<file path="config.mk">
export PLATFORM = sky130hd
export DESIGN_NAME = cog_loader
export DESIGN_NICKNAME = d
export VERILOG_FILES = /design/src/rtl/cog_loader.sv
export SDC_FILE = /design/constraint.sdc
export NUM_CORES = 1
export LEC_CHECK = 0
export ABC_AREA = 1
export CORE_AREA = 2 2 129 81
export DETAILED_ROUTE_END_ITERATION = 8
export DIE_AREA = 0 0 131 83
export HOLD_SLACK_MARGIN = 0.08
export PLACE_DENSITY = 0.79
export SLEW_MARGIN = 20
export SYNTH_ARGS = -nofsm -noshare
export SYNTH_HDL_FRONTEND = slang
export SYNTH_SLANG_ARGS = --single-unit
</file>
<file path="constraint.sdc">
create_clock -name clk -period 1.9 [get_ports clk]
set_input_delay 0.38 -clock clk [delete_from_list [all_inputs] [get_ports clk]]
set_output_delay 0.38 -clock clk [all_outputs]
set_load 0.05 [all_outputs]
</file>
<file path="src/rtl/cog_loader.sv">
// -----------------------------------------------------------------------------
// cog_loader
//
// Boot-copy sequencer for a cog. On start it reads LOAD_LONGS consecutive longs
// from hub RAM beginning at ptr and writes them into cog RAM addresses
// 0..LOAD_LONGS-1. Then it pulses done so the cog may begin execution.
//
// Optional feature (compile-time macro COG_LOAD_ZERO_FILL_EN):
//   When defined, addresses LOAD_LONGS..511 are cleared to zero after the copy.
//   This adds 512-LOAD_LONGS cycles before done. When undefined, those
//   addresses are never written.
//
// Parameters:
//   LOAD_LONGS  number of longs copied (1..512)
//   HUB_AW      width of the hub long address
//
// Ports:
//   clk       in   single clock
//   nres      in   asynchronous active-low reset
//   start     in   one-cycle load request; also restarts a load in progress
//   ptr       in   hub long address of the first long, sampled with start
//   busy      out  high from the cycle after start until done
//   done      out  one-cycle completion pulse
//   hub_req   out  hub read request
//   hub_addr  out  hub long address, held while waiting for hub_ack
//   hub_ack   in   hub grant; hub_q is valid in the same cycle
//   hub_q     in   hub read data
//   ram_ena   out  cog RAM enable (write-only usage)
//   ram_w     out  cog RAM write strobe
//   ram_a     out  cog RAM address
//   ram_d     out  cog RAM write data
// -----------------------------------------------------------------------------
module cog_loader #(
    parameter int LOAD_LONGS = 496,
    parameter int HUB_AW     = 14
) (
    input  logic              clk,
    input  logic              nres,
    input  logic              start,
    input  logic [HUB_AW-1:0] ptr,
    output logic              busy,
    output logic              done,
    output logic              hub_req,
    output logic [HUB_AW-1:0] hub_addr,
    input  logic              hub_ack,
    input  logic [31:0]       hub_q,
    output logic              ram_ena,
    output logic              ram_w,
    output logic [8:0]        ram_a,
    output logic [31:0]       ram_d
);

    localparam logic [9:0]        LOAD_CNT = 10'(LOAD_LONGS);
    localparam logic [HUB_AW-1:0] HUB_ONE  = {{(HUB_AW-1){1'b0}}, 1'b1};

`ifdef COG_LOAD_ZERO_FILL_EN
    typedef enum logic [1:0] {
        ST_IDLE  = 2'd0,
        ST_FETCH = 2'd1,
        ST_FILL  = 2'd2,
        ST_FIN   = 2'd3
    } state_t;
`else
    typedef enum logic [1:0] {
        ST_IDLE  = 2'd0,
        ST_FETCH = 2'd1,
        ST_FIN   = 2'd3
    } state_t;
`endif

    state_t              r_state, w_state_next;
    logic                r_busy, w_busy_next;
    logic                r_done, w_done_next;
    logic                r_hub_req, w_hub_req_next;
    logic [HUB_AW-1:0]   r_hub_addr, w_hub_addr_next;
    logic [9:0]          r_idx, w_idx_next;
    // Capture stage: an acked long sits here for one cycle before it is
    // presented to the RAM port. This lets acks arrive back-to-back without
    // overwriting data that is still being written.
    logic                r_cap_vld, w_cap_vld_next;
    logic [8:0]          r_cap_a, w_cap_a_next;
    logic [31:0]         r_cap_d, w_cap_d_next;
    logic                r_ram_ena, w_ram_ena_next;
    logic                r_ram_w, w_ram_w_next;
    logic [8:0]          r_ram_a, w_ram_a_next;
    logic [31:0]         r_ram_d, w_ram_d_next;
`ifdef COG_LOAD_ZERO_FILL_EN
    logic [8:0]          r_fill_a, w_fill_a_next;
`endif

    // hub_req is only ever high in FETCH, so this alone qualifies the ack.
    logic w_ack;
    assign w_ack = r_hub_req & hub_ack;

    always_ff @(posedge clk or negedge nres) begin
        if (!nres) begin
            r_state    <= ST_IDLE;
            r_busy     <= 1'b0;
            r_done     <= 1'b0;
            r_hub_req  <= 1'b0;
            r_hub_addr <= '0;
            r_idx      <= '0;
            r_cap_vld  <= 1'b0;
            r_cap_a    <= '0;
            r_cap_d    <= '0;
            r_ram_ena  <= 1'b0;
            r_ram_w    <= 1'b0;
            r_ram_a    <= '0;
            r_ram_d    <= '0;
`ifdef COG_LOAD_ZERO_FILL_EN
            r_fill_a   <= '0;
`endif
        end else begin
            r_state    <= w_state_next;
            r_busy     <= w_busy_next;
            r_done     <= w_done_next;
            r_hub_req  <= w_hub_req_next;
            r_hub_addr <= w_hub_addr_next;
            r_idx      <= w_idx_next;
            r_cap_vld  <= w_cap_vld_next;
            r_cap_a    <= w_cap_a_next;
            r_cap_d    <= w_cap_d_next;
            r_ram_ena  <= w_ram_ena_next;
            r_ram_w    <= w_ram_w_next;
            r_ram_a    <= w_ram_a_next;
            r_ram_d    <= w_ram_d_next;
`ifdef COG_LOAD_ZERO_FILL_EN
            r_fill_a   <= w_fill_a_next;
`endif
        end
    end

    always_comb begin
        w_state_next    = r_state;
        w_busy_next     = r_busy;
        w_done_next     = 1'b0;
        w_hub_req_next  = r_hub_req;
        w_hub_addr_next = r_hub_addr;
        w_idx_next      = r_idx;
        w_cap_vld_next  = 1'b0;
        w_cap_a_next    = r_cap_a;
        w_cap_d_next    = r_cap_d;
        w_ram_ena_next  = 1'b0;
        w_ram_w_next    = 1'b0;
        w_ram_a_next    = r_ram_a;
        w_ram_d_next    = r_ram_d;
`ifdef COG_LOAD_ZERO_FILL_EN
        w_fill_a_next   = r_fill_a;
`endif

        // A captured long always reaches the RAM, even across a restart.
        if (r_cap_vld) begin
            w_ram_ena_next = 1'b1;
            w_ram_w_next   = 1'b1;
            w_ram_a_next   = r_cap_a;
            w_ram_d_next   = r_cap_d;
        end

        if (start) begin
            // Fresh start or restart: any ack this cycle is dropped.
            w_state_next    = ST_FETCH;
            w_busy_next     = 1'b1;
            w_hub_req_next  = 1'b1;
            w_hub_addr_next = ptr;
            w_idx_next      = '0;
        end else begin
            unique case (r_state)
                ST_IDLE: begin
                end

                ST_FETCH: begin
                    if (w_ack) begin
                        w_cap_vld_next  = 1'b1;
                        w_cap_a_next    = r_idx[8:0];
                        w_cap_d_next    = hub_q;
                        w_idx_next      = r_idx + 10'd1;
                        w_hub_addr_next = r_hub_addr + HUB_ONE;
                        if (r_idx + 10'd1 == LOAD_CNT) begin
                            w_hub_req_next = 1'b0;
                        end
                    end else if (r_idx == LOAD_CNT && r_cap_vld) begin
                        // The last long moves to the RAM port this edge.
`ifdef COG_LOAD_ZERO_FILL_EN
                        if (LOAD_LONGS < 512) begin
                            w_state_next  = ST_FILL;
                            w_fill_a_next = LOAD_CNT[8:0];
                        end else begin
                            w_state_next  = ST_FIN;
                        end
`else
                        w_state_next = ST_FIN;
`endif
                    end
                end

`ifdef COG_LOAD_ZERO_FILL_EN
                ST_FILL: begin
                    w_ram_ena_next = 1'b1;
                    w_ram_w_next   = 1'b1;
                    w_ram_a_next   = r_fill_a;
                    w_ram_d_next   = 32'h0;
                    w_fill_a_next  = r_fill_a + 9'd1;
                    if (r_fill_a == 9'd511) begin
                        w_state_next = ST_FIN;
                    end
                end
`endif

                ST_FIN: begin
                    w_done_next  = 1'b1;
                    w_busy_next  = 1'b0;
                    w_state_next = ST_IDLE;
                end

                default: begin
                    w_state_next = ST_IDLE;
                end
            endcase
        end
    end

    assign busy     = r_busy;
    assign done     = r_done;
    assign hub_req  = r_hub_req;
    assign hub_addr = r_hub_addr;
    assign ram_ena  = r_ram_ena;
    assign ram_w    = r_ram_w;
    assign ram_a    = r_ram_a;
    assign ram_d    = r_ram_d;

endmodule
</file>
* Word level (Yosys, flattened, before mapping)
Cells that the tools add are included.
Word-level totals: register bits after elaboration 113, input port bits 50, output and inout bits 60, logic and storage cells 55
Operators by class: add/sub/neg operators 2, equality and inequality tests 7, multiplexer cells 22, bitwise gates (word level) 2, reduce and logical (&&, ||, !) cells 10
Operator list (count):
- two-way mux 14 bit | 3
- two-way mux 10 bit | 3
- equality test 10 x 9 -> 1 bit (second input constant) | 2
- adder 14 x 1 -> 14 bit (second input constant) | 1
- two-way mux 1 bit | 12
- adder 10 x 1 -> 10 bit (second input constant) | 1
- AND reduction 3 bit | 3
- nonzero test 2 bit | 4
- two-way mux 2 bit | 3
- != test 3 bit (second input constant) | 2
- case mux 2 bit (2 select lines) | 1
- equality test 2 x 1 -> 1 bit (second input constant) | 1
- equality test 2 bit (second input constant) | 1
- zero test 2 bit | 1
- != test 2 bit (second input constant) | 1
- AND reduction 2 bit | 1
- AND 1 bit | 1
- logical AND 1 bit | 1
- NOT 1 bit | 1

* Longest topological paths before layout
word-level depth 6, gate-level depth with buffers 11

* Least setup slack after synthesis
No wires, ideal clock.
path kind register to register, start register r_hub_addr[0], in the netlist hub_addr[0], end register r_hub_addr[10], in the netlist hub_addr[10], arrival 1.648 ns, data required time 1.782 ns, slack 0.134 ns, stages on the path, launching flop included 9, path buffers 0, path through dfrtp_1 > ha_1 > nand3_1 > nor2_2 > nand3_1 > a21oi_1 > o21ai_1 > nand2_1 > nand2_1
On the way: cells in the longest elaborated chain, start to end 4
RTL lines:
- from (decl) | line 75 | logic [HUB_AW-1:0] r_hub_addr, w_hub_addr_next;
- from (signal assigned) | line 118 | r_hub_addr <= w_hub_addr_next;
- adder 14 x 1 -> 14 bit | line 177 | w_hub_addr_next = r_hub_addr + HUB_ONE;
- two-way mux 14 bit | line 172 | if (w_ack) begin
- two-way mux 14 bit | line 167 | unique case (r_state)
- two-way mux 14 bit | line 159 | if (start) begin
No other way between the ends. The select of a mux whose other input is x is not followed. A chain may end at the register's enable or synchronous reset.

* Worst setup path in the final report
start register r_hub_addr[6], in the netlist hub_addr[6], end output port hub_addr[6]
RTL lines:
- to (decl) | line 44 | output logic [HUB_AW-1:0] hub_addr,
No word-level cell between the ends.

==> results_dict.tcl <==
set metrics [dict create \
    rr_worst_depth 8 \
    place_hpwl_um 7640 \
    cts_inserted_buffers 17 \
    end_kind "output port" \
    syn_area_um2 4750 \
    cts_root_buf "clkbuf_16" \
    report.final.slew_viol_count 0 \
    finish.utilization 0.675 \
    io_pins 110 \
    finalHoldViolCount 0 \
    post_cts_buffers 0 \
    start_util 0.493 \
    synth-seq-cells 113 \
    die_w_um 131 \
    routed_wirelength_um 11300 \
    h-tree-depth 4 \
    synth_warnings 0 \
    gp_congestion 0.872 \
    vias 3675 \
    timing.max_cap.violations 0 \
    io_buffer_count 109 \
    grt_pass1_vias 3750 \
    ir_drop_mv 1.11 \
    place_ws_ns 0.122 \
    max_freq_mhz 590 \
    tns_ns 0 \
    final_cells 738 \
    dieArea_um2 10900 \
    p_total_mw 9.33 \
    cts_buffer_depth 2 \
    grt_overflow 0 \
    cp.arrival_ns 1.31 \
    post_synth_num_cell_types 33 \
    nFillCells 733 \
    postRouteAntennaNets 0 \
    status "completed" \
    drtIter0Drc 271 \
    dp.cells 706 \
    post-route-drc-count 0 \
    p_per_area_nw_per_um2 1430 \
    rsz0062_at_grt "no" \
    min_delay_path_depth 2 \
    finalInstanceArea_um2 6500 \
    synthCells 471 \
    crit_family "buffers and inverters" \
    final_common_cell "nand2_1" \
    antenna_found_initial 0 \
    regArea_um2 2830 \
    insertedDiodeCount 0 \
    power.leakage_nw 3.18 \
    required_ns 1.52 \
    seq_area_frac_synth 0.595 \
    synth.avg_cell_area_um2 10.1 \
    slowest_delay_ns 0.54 \
    maxSlewHeadroom 0.652 \
    r2r_start "hub_addr[0]" \
    fin_ws_ns 0.206 \
    grt_first_pass_wirelength_um 18800 \
    layout_min_cycle_time_ns 1.69 \
    path_clk_slew_ns 0.05 \
    grt_max_degree 41 \
    place_area_um2 5950 \
    clock_latency_ns 0.40 \
    hold_start "r_cap_d[22]" \
    dr.pass1.iters 4 \
    mostFrequentLayoutCells "160 x nand2_1, 112 x dfrtp_1, 48 x clkdlybuf4s50_1" \
    switching_power_mw 3.39 \
    hold_class "reg2reg" \
    cts_tree "yes" \
    synth_fp_nets 524 \
    rows 28 \
    setup_viol 0 \
    grt_usage 0.221 \
    nets 644 \
    p_int_mw 5.94 \
    tightest_slew_ns 0.523 \
    syn_to_final_growth_pct 36.9 \
    cts_sinks 113 \
    fin_skew_ns 0.00653 \
    core_um2 9630 \
    seqPwrFrac 0.357 \
    critPathLaunchType "register" \
    drive_gt1_frac 0.221 \
    crit_chain "dlygate4sd2_1" \
    critical_path_class "reg2out" \
    multiInputGateArea_um2 1710 \
    crit_buf_inv 1 \
    p_sw_frac 0.363 \
    vias_per_cell 4.98 \
    min_period_over_period 0.891 \
    cp_slowest_cell "dlygate4sd2_1" \
    clkPwrFrac 0.334 \
    fin_hold_ws_ns 0.473 \
    drt-wirelength-per-cell_um 15.3 \
    critPathLaunch "hub_addr[6]" \
    crit_cells 1 \
    power.share.combinational 0.309 \
    worst-path-max-fanout 3 \
    die_h_um 83 \
]
## synthesized netlist by cell type (all sizes together)
cell,instances,area (µm²)
nor3,2,10.0
nand3b,1,7.51
xor2,3,26.3
inv,24,90.1
ha,3,37.5
nand4,4,25.0
xnor2,1,8.76
o22ai,8,50.1
nand2,167,644
mux2,40,450
o211ai,1,7.51
nor2,31,146
dfrtp,113,2830
o21bai,1,7.51
a211oi,1,7.51
o221a,1,11.3
a31oi,2,12.5
o21ai,18,90.1
a21oi,8,40.0
a311oi,1,8.76
clkbuf,3,11.3
o32ai,2,17.5
nand3,17,90.1
a22oi,1,7.51
buf,18,115
## worst reg2reg max path, cell delays in order, from the launching register on
cell,delay [ns]
dfrtp_1,0.42
ha_1,0.21
nand3_1,0.14
nor2_2,0.29
nand3_1,0.15
a21oi_1,0.14
o21ai_1,0.07
nand2_1,0.06
nand2_1,0.04
## layout make-up
| class | count | share of cell area |
|---|---|---|
| sequential | 113 | 0.435 |
| timing repair buffer | 122 | 0.173 |
| multi-input combinational | 313 | 0.262 |
| tap | 135 | 0.0260 |
| clock buffer | 18 | 0.0675 |
| clock inverter | 13 | 0.0221 |
| inverter | 24 | 0.0139 |
## state kept, by name, indices dropped and copies added (netlist names), 2 cells and up
signal    cells
r_cap_d      32
ram_d        32
r_state       2
r_cap_a       9
r_idx        10
hub_addr     14
ram_a         9
## power by group through the flow
stage          Sequential, mW  Clock [mW]  Combinational [mW]
2_1_floorplan            4.57           0               0.722
3_3_place_gp             3.34           0                3.01
3_5_place_dp             3.35           0                3.07
4_1_cts                  3.33        3.15                2.91
5_1_grt                  3.40        3.30                3.05
6_report                 3.33        3.11                2.89
## cells by family (layout without fill, tap and decap cells)
logic type,Yosys count,in the layout,share of synthesized area
and+or+nand+nor,222,222,0.194
DFF,113,113,0.595
buffers and inverters,45,177,0.0456
AOI/OAI and AO/OA,44,44,0.0548
muxes,40,40,0.0948
xor gates and xnor gates,4,4,0.00738
adders and majority gates,3,3,0.00790
## path summary, 6_finish.rpt
| check | end | slack [ns] |
|---|---|---|
| setup reg to reg | hub_addr[10] | 0.27 |
| min in group asynchronous | hub_addr[1] | 0.50 |
| setup / recovery | hub_addr[6] | 0.21 |
| hold / removal | r_cap_d[22] | 0.47 |
| hold reg to reg | r_cap_d[22] | 0.47 |
| max in group asynchronous | r_cap_vld | 0.80 |
## routing by layer
metal	share of wire	vias to the layer above	GRT usage
met1	0.49	1771	0.325
met5	0	-	0
met2	0.45	119	0.325
met4	0.0062	0	0.0600
li1	-	1778	-
met3	0.055	7	0.0599
## what timing repair did
item | CTS | global route
hold buffers | 1 | 0
resized for setup | 30 | 0
endpoints found under the hold margin | 33 | 0
endpoints found under the setup margin | 30 | 0
(Power assumes the default switching activity.)
